File: src/rtl/riscv_ctrl_pkg.sv
// Shared RISC-V control definitions: opcodes, funct fields, writeback sources,
// CSR ops and the control bundle carried down the pipeline.
package riscv_ctrl_pkg;

  localparam logic [6:0] OPCODE_LOAD     = 7'b0000011;
  localparam logic [6:0] OPCODE_STORE    = 7'b0100011;
  localparam logic [6:0] OPCODE_OP_IMM   = 7'b0010011;
  localparam logic [6:0] OPCODE_OP       = 7'b0110011;
  localparam logic [6:0] OPCODE_AUIPC    = 7'b0010111;
  localparam logic [6:0] OPCODE_LUI      = 7'b0110111;
  localparam logic [6:0] OPCODE_JAL      = 7'b1101111;
  localparam logic [6:0] OPCODE_JALR     = 7'b1100111;
  localparam logic [6:0] OPCODE_SYSTEM   = 7'b1110011;
  localparam logic [6:0] OPCODE_CUSTOM_0 = 7'b0001011;

  localparam logic [2:0] F3_SLLI    = 3'b001;
  localparam logic [2:0] F3_SRLI    = 3'b101;
  localparam logic [2:0] F3_LD      = 3'b011;
  localparam logic [2:0] F3_LWU     = 3'b110;
  localparam logic [2:0] F3_LDU     = 3'b111;
  localparam logic [2:0] F3_SD      = 3'b011;

  localparam logic [6:0] F7_BASE   = 7'b0000000;
  localparam logic [6:0] F7_ALT    = 7'b0100000;
  localparam logic [6:0] F7_MULDIV = 7'b0000001;

  localparam logic [2:0] SRC_ALU    = 3'b000;
  localparam logic [2:0] SRC_DMEM   = 3'b001;
  localparam logic [2:0] SRC_PC4    = 3'b010;
  localparam logic [2:0] SRC_IMM    = 3'b011;
  localparam logic [2:0] SRC_CSR    = 3'b100;
  localparam logic [2:0] SRC_MUL    = 3'b101;
  localparam logic [2:0] SRC_CUSTOM = 3'b110;

  localparam logic [1:0] CSR_RW = 2'b00;
  localparam logic [1:0] CSR_RS = 2'b01;
  localparam logic [1:0] CSR_RC = 2'b10;

  typedef struct packed {
    logic       reg_write;
    logic       mem_read;
    logic       mem_write;
    logic [1:0] d_size;
    logic       d_unsigned;
    logic [2:0] mem_to_reg;
    logic [1:0] csr_op;
    logic       csr_imm;
    logic       csr_write;
    logic       illegal;
    logic [4:0] rd;
    logic [4:0] rs1;
    logic [2:0] funct3;
  } ctrl_bundle_t;

  localparam int CTRL_W = $bits(ctrl_bundle_t);

endpackage

File: src/rtl/ctrl_decoder.sv
// Purely combinational instruction decoder producing the control bundle.
// Illegal encodings carry only the illegal flag plus the raw rd/rs1/funct3 fields.
module ctrl_decoder
  import riscv_ctrl_pkg::*;
#(
  parameter bit EN_MUL     = 1'b0,
  parameter bit EN_CUSTOM0 = 1'b0
) (
  input  logic [31:0]  i_instr,
  output ctrl_bundle_t o_ctrl
);

  logic [6:0]   opcode;
  logic [6:0]   funct7;
  logic [2:0]   funct3;
  logic [4:0]   rd;
  logic [4:0]   rs1;
  logic         illegal;
  logic         unused_rs2;
  ctrl_bundle_t dec;

  assign opcode     = i_instr[6:0];
  assign rd         = i_instr[11:7];
  assign funct3     = i_instr[14:12];
  assign rs1        = i_instr[19:15];
  assign funct7     = i_instr[31:25];
  assign unused_rs2 = ^i_instr[24:20];

  always_comb begin
    dec        = '0;
    dec.rd     = rd;
    dec.rs1    = rs1;
    dec.funct3 = funct3;
    illegal    = 1'b0;
    case (opcode)
      OPCODE_OP: begin
        dec.reg_write  = 1'b1;
        dec.mem_to_reg = SRC_ALU;
        if (EN_MUL && funct7 == F7_MULDIV) dec.mem_to_reg = SRC_MUL;
        else if (funct7 != F7_BASE && funct7 != F7_ALT) illegal = 1'b1;
      end
      OPCODE_OP_IMM: begin
        dec.reg_write  = 1'b1;
        dec.mem_to_reg = SRC_ALU;
        if (funct3 == F3_SLLI && funct7 != F7_BASE) illegal = 1'b1;
        if (funct3 == F3_SRLI && funct7 != F7_BASE && funct7 != F7_ALT) illegal = 1'b1;
      end
      OPCODE_AUIPC: begin
        dec.reg_write  = 1'b1;
        dec.mem_to_reg = SRC_ALU;
      end
      OPCODE_LOAD: begin
        dec.reg_write  = 1'b1;
        dec.mem_read   = 1'b1;
        dec.mem_to_reg = SRC_DMEM;
        dec.d_size     = funct3[1:0];
        dec.d_unsigned = funct3[2];
        if (funct3 == F3_LD || funct3 == F3_LWU || funct3 == F3_LDU) illegal = 1'b1;
      end
      OPCODE_STORE: begin
        dec.mem_write = 1'b1;
        dec.d_size    = funct3[1:0];
        if (funct3 >= F3_SD) illegal = 1'b1;
      end
      OPCODE_JAL, OPCODE_JALR: begin
        dec.reg_write  = 1'b1;
        dec.mem_to_reg = SRC_PC4;
      end
      OPCODE_LUI: begin
        dec.reg_write  = 1'b1;
        dec.mem_to_reg = SRC_IMM;
      end
      OPCODE_SYSTEM: begin
        // funct3[2] selects the immediate form; funct3[1:0] selects RW/RS/RC
        dec.mem_to_reg = SRC_CSR;
        dec.csr_imm    = funct3[2];
        case (funct3[1:0])
          2'b01: begin
            dec.csr_op    = CSR_RW;
            dec.csr_write = 1'b1;
            dec.reg_write = (rd != 5'd0);
          end
          2'b10: begin
            dec.csr_op    = CSR_RS;
            dec.reg_write = 1'b1;
            dec.csr_write = (rs1 != 5'd0);
          end
          2'b11: begin
            dec.csr_op    = CSR_RC;
            dec.reg_write = 1'b1;
            dec.csr_write = (rs1 != 5'd0);
          end
          default: illegal = 1'b1;
        endcase
      end
      OPCODE_CUSTOM_0: begin
        if (EN_CUSTOM0) begin
          dec.reg_write  = 1'b1;
          dec.mem_to_reg = SRC_CUSTOM;
        end else begin
          illegal = 1'b1;
        end
      end
      default: illegal = 1'b1;
    endcase
    if (illegal) begin
      dec         = '0;
      dec.illegal = 1'b1;
      dec.rd      = rd;
      dec.rs1     = rs1;
      dec.funct3  = funct3;
    end
  end

  assign o_ctrl = dec;

endmodule

File: src/rtl/pipelined_control_unit.sv
// Decode stage with an output register plus one skid entry; valid/ready handshake
// on both sides and a saturating count of illegal instructions delivered.
module pipelined_control_unit
  import riscv_ctrl_pkg::*;
#(
  parameter bit EN_MUL     = 1'b0,
  parameter bit EN_CUSTOM0 = 1'b0,
  parameter int CNT_W      = 16
) (
  input  logic             i_clk,
  input  logic             i_rst,
  input  logic [31:0]      i_instr,
  input  logic             i_valid,
  output logic             o_ready,
  input  logic             i_ready,
  input  logic             i_flush,
  output logic             o_valid,
  output ctrl_bundle_t     o_ctrl,
  output logic [CNT_W-1:0] o_illegal_cnt
);

  // Handshake: an input beat moves on i_valid && o_ready, an output beat on
  // o_valid && i_ready; o_ready is the registered "skid entry empty" flag.
  ctrl_bundle_t     dec_ctrl;
  ctrl_bundle_t     out_ctrl;
  ctrl_bundle_t     skid_ctrl;
  logic             out_valid;
  logic             skid_empty;
  logic [CNT_W-1:0] cnt;
  logic             take_in;
  logic             take_out;

  ctrl_decoder #(
    .EN_MUL    (EN_MUL),
    .EN_CUSTOM0(EN_CUSTOM0)
  ) u_decoder (
    .i_instr(i_instr),
    .o_ctrl (dec_ctrl)
  );

  assign take_in  = i_valid && skid_empty;
  assign take_out = out_valid && i_ready;

  always_ff @(posedge i_clk) begin
    if (i_rst) begin
      out_valid  <= 1'b0;
      out_ctrl   <= '0;
      skid_empty <= 1'b1;
      skid_ctrl  <= '0;
      cnt        <= '0;
    end else begin
      if (take_out && out_ctrl.illegal && cnt != {CNT_W{1'b1}}) cnt <= cnt + CNT_W'(1);
      if (i_flush) begin
        out_valid  <= 1'b0;
        skid_empty <= 1'b1;
      end else if (!out_valid || take_out) begin
        // Output register is free this cycle: skid entry first to keep order
        if (!skid_empty) begin
          out_ctrl   <= skid_ctrl;
          out_valid  <= 1'b1;
          skid_empty <= 1'b1;
        end else if (take_in) begin
          out_ctrl  <= dec_ctrl;
          out_valid <= 1'b1;
        end else begin
          out_valid <= 1'b0;
        end
      end else if (take_in) begin
        skid_ctrl  <= dec_ctrl;
        skid_empty <= 1'b0;
      end
    end
  end

  assign o_ready       = skid_empty;
  assign o_valid       = out_valid;
  assign o_ctrl        = out_ctrl;
  assign o_illegal_cnt = cnt;

endmodule
File: config.mk
export PLATFORM = sky130hd
export DESIGN_NAME = pipelined_control_unit
export DESIGN_NICKNAME = d
export VERILOG_FILES = /design/src/rtl/riscv_ctrl_pkg.sv /design/src/rtl/ctrl_decoder.sv /design/src/rtl/pipelined_control_unit.sv
export SDC_FILE = /design/constraint.sdc
export NUM_CORES = 1
export LEC_CHECK = 0
export ABC_AREA = 1
export ABC_CLOCK_PERIOD_IN_PS = 1400
export CORE_AREA = 5 5 93 95
export DETAILED_ROUTE_END_ITERATION = 8
export DIE_AREA = 0 0 98 100
export GPL_TIMING_DRIVEN = 0
export HOLD_SLACK_MARGIN = 0.12
export PLACE_DENSITY_LB_ADDON = 0.3
export REMOVE_ABC_BUFFERS = 1
export SLEW_MARGIN = 25
export SYNTH_ARGS = -nofsm -noshare
export SYNTH_HDL_FRONTEND = slang
export SYNTH_SLANG_ARGS = --single-unit
File: constraint.sdc
create_clock -name i_clk -period 1.4 [get_ports i_clk]
set_input_delay 0.14 -clock i_clk [delete_from_list [all_inputs] [get_ports i_clk]]
set_output_delay 0.14 -clock i_clk [all_outputs]
set_load 0.02 [all_outputs]
==> metrics.txt <==
Setup-failing EPs final=39; Sink Count=72; area leader, netlist=dfxtp_1; Post-route DRC=0; CP endpoint kind=register; Root Driver=clkbuf_8; TritonCTS Buffers=9; Slew HR=0.4398; R2R Path End=o_illegal_cnt[9]$_SDFFE_PP0P_; Routed Antenna Nets=0; Buf/Inv on CP=1; TNS Setup=-5.664 ns; Fmax=558.3 MHz; critical path cell sequence=nand2_2, nor3_4, nand3_2, nand2_4, clkinvlp_4, nand4_1, nor2_1, o21a_1; synth top area cells=dfxtp_1, nand2_1, a21oi_1; hold buffer count at cts=0; initial antenna violation count=0; syn avg cell area=6.862 µm²; die area=0.009800 mm²; failing checks=setup timing; first-pass GRT wire length=17110 µm; setup ws final=-0.3913 ns; n_diodes=0; Critical Path RT=1.65 ns; post-synthesis xor/xnor area fraction=0.007862; TritonCTS clock tree=done; die height=100 µm; unrepaired setup endpoints after global routing=true; largest net degree at the start of global routing=56; Slew @ Worst Pin=0.8403 ns; GR Overflow Total=0; crit path capture=o_illegal_cnt[9]$_SDFFE_PP0P_; arrival time worst endpoint=2.05 ns; IR drop worst, VDD=587.1 µV; ys async rst share=0; Compound-Gate Fraction of Synth Area=0.2186; post-DP HPWL=5973 µm; crit path launch type=register; Routed WL per cell=17.10 µm; largest family of logic cells by synthesized area=simple AND/OR/NAND/NOR gates; Die Wd=98 µm; via count of the first global-routing pass=3614; Tcrit/Tclk final=1.279; commonest non-fill, non-tap cell in the layout=nand2_1; Area Growth Syn to Fin=64.66%; Max Cap Viol=0; vias per cell=5.556; CP Max Fanout=5; Static Leakage=2.415 nW; register area=0.001468 mm²; iteration-0 DRC count of the detailed router=247; Clock Skews=0.006558 ns; post-synthesis mux area share=0; worst slack at placement=-1.988 ns; Multi-input gate area=0.002197 mm²; min Tclk post-route=1.791 ns; Boundary Pins=82; Pwr Density=859.4 mW/mm²; Port Buffers=76; most frequent cells in the layout=nand2_1, dfxtp_1, dlygate4sd2_1; flops & latches, synth=72; clock slew at reported path FFs=0.08 ns; Post-synth EDFFs=0; worst min-delay path category=in2reg; placer congestion estimate=0.8549; Synth Area in Adders=0.003744; fillcell total=532; nets@finish=645; ratio of cells with drive above 1 in the final layout=0.3480; kind of critical path=reg2reg; Worst-Skew Late Latency=0.35 ns; status=complete, but fails checks; Synth cell types=28; Synth Area in Simple Gates=0.2478; deepest clock path buffer count=2; Final Hold Vio Count=0; pins over their slew limit=0; Setup crit start=o_illegal_cnt[6]$_SDFFE_PP0P_; Worst R2R Setup Slack=-0.39 ns; vias after detailed routing=3967; Cells after Synth=487; post-synth top area share=0.4313; cell area after synthesis=0.003342 mm²; row count=32; delay-heaviest family, CP=simple AND/OR/NAND/NOR gates; sequential area share after synthesis=0.4313; Crit-path slowest cell=dfxtp_4; first drt pass iteration count=5; Initial Util=0.4370; hold path cells=3; area of the core=0.007647 mm²; reg2reg start=o_illegal_cnt[6]$_SDFFE_PP0P_; CTS H-tree depth=3; worst r2r path cells=8; final WL=12210 µm; Post-synth top flop=dfxtp_1; Total GRT Usage=0.2140; Max stage delay on crit path=0.40 ns; Crit path depth=8; Yosys warnings=0
cell families after synthesis:
| kind of cell | count (synthesis) |
|---|---|
| simple gates | 194 |
| compound gates | 139 |
| buf+inv | 78 |
| flops | 72 |
| xor+xnor | 3 |
| fa+ha+maj | 1 |
worst reg2reg max path: stages (launching register included):
cell	delay, ns
dfxtp_4	0.40
nand2_2	0.12
nor3_4	0.25
nand3_2	0.15
nand2_4	0.15
clkinvlp_4	0.18
nand4_1	0.20
nor2_1	0.08
o21a_1	0.17
where the power goes:
group	internal (mW)	total, mW	switching [mW]
combinational	0.263	0.616	0.353
clock	1.18	1.99	0.809
sequential	2.09	2.13	0.0359
total	3.53	4.73	1.20
flip-flops by register name, summed over array words and instances, names as in the netlist:
name           cells
o_ctrl            27
skid_ctrl         27
o_illegal_cnt     16
o_ready            1
o_valid            1
routing by layer:
layer,vias to the layer above,routed length [µm],global-route usage
met5,-,0,0
met4,0,469,0.07561
met3,38,821,0.05768
met1,1879,4667,0.2485
met2,186,6252,0.3796
li1,1864,-,-
Yosys cell counts, types with 4 or more instances:
cell / count
nand2_1: 95
dfxtp_1: 72
a21oi_1: 57
nor2_1: 56
o21ai_0: 53
inv_1: 50
clkbuf_1: 21
nand3_1: 17
a31oi_1: 16
nand4_1: 9
nor3_1: 9
o21ai_1: 7
inv_2: 4
o21a_1: 4
cell type report:
cell class                 count  area share
multi-input combinational    338      0.3993
clock inverter                 6     0.01955
timing repair inverter         5    0.007958
sequential                    72      0.2667
timing repair buffer         127      0.2149
clock buffer                  10     0.02319
tap                          102     0.02319
inverter                      54     0.04525
worst min path at each step:
stage / from / end / slack [ns]
4_1_cts: i_instr[14] / o_ctrl[2]$_SDFFE_PP0P_ / 0.28
2_1_floorplan: i_rst / o_ctrl[15]$_SDFFE_PP0P_ / 0.21
5_1_grt: i_instr[13] / o_ctrl[1]$_SDFFE_PP0P_ / 0.19
3_3_place_gp: skid_ctrl[2]$_SDFFE_PP0P_ / skid_ctrl[2]$_SDFFE_PP0P_ / 0.43
6_report: i_instr[13] / o_ctrl[1]$_SDFFE_PP0P_ / 0.18
3_5_place_dp: skid_ctrl[12]$_SDFFE_PP0P_ / skid_ctrl[12]$_SDFFE_PP0P_ / 0.44
timing repair:
item                       4_1_cts  5_1_grt
setup buffers                   33       16
cloned                           4        3
gates resized for setup        129      170
setup endpoints to repair      117       69
pin swaps                       14       29
through the flow:
stage	util	area, µm²	hold WS, ns	instances	total power, mW
after global routing	0.7196	5503	0.1883	714	4.890
after detailed placement	0.5427	4150	0.4383	643	2.623
after floorplan	-	3242	0.2091	463	2.374
final	0.7196	5503	0.1780	714	4.729
after CTS	0.6342	4850	0.2786	696	4.613
after global placement	0.5401	4130	0.4318	641	2.613
Note: power is estimated with default switching activity, not from simulation.
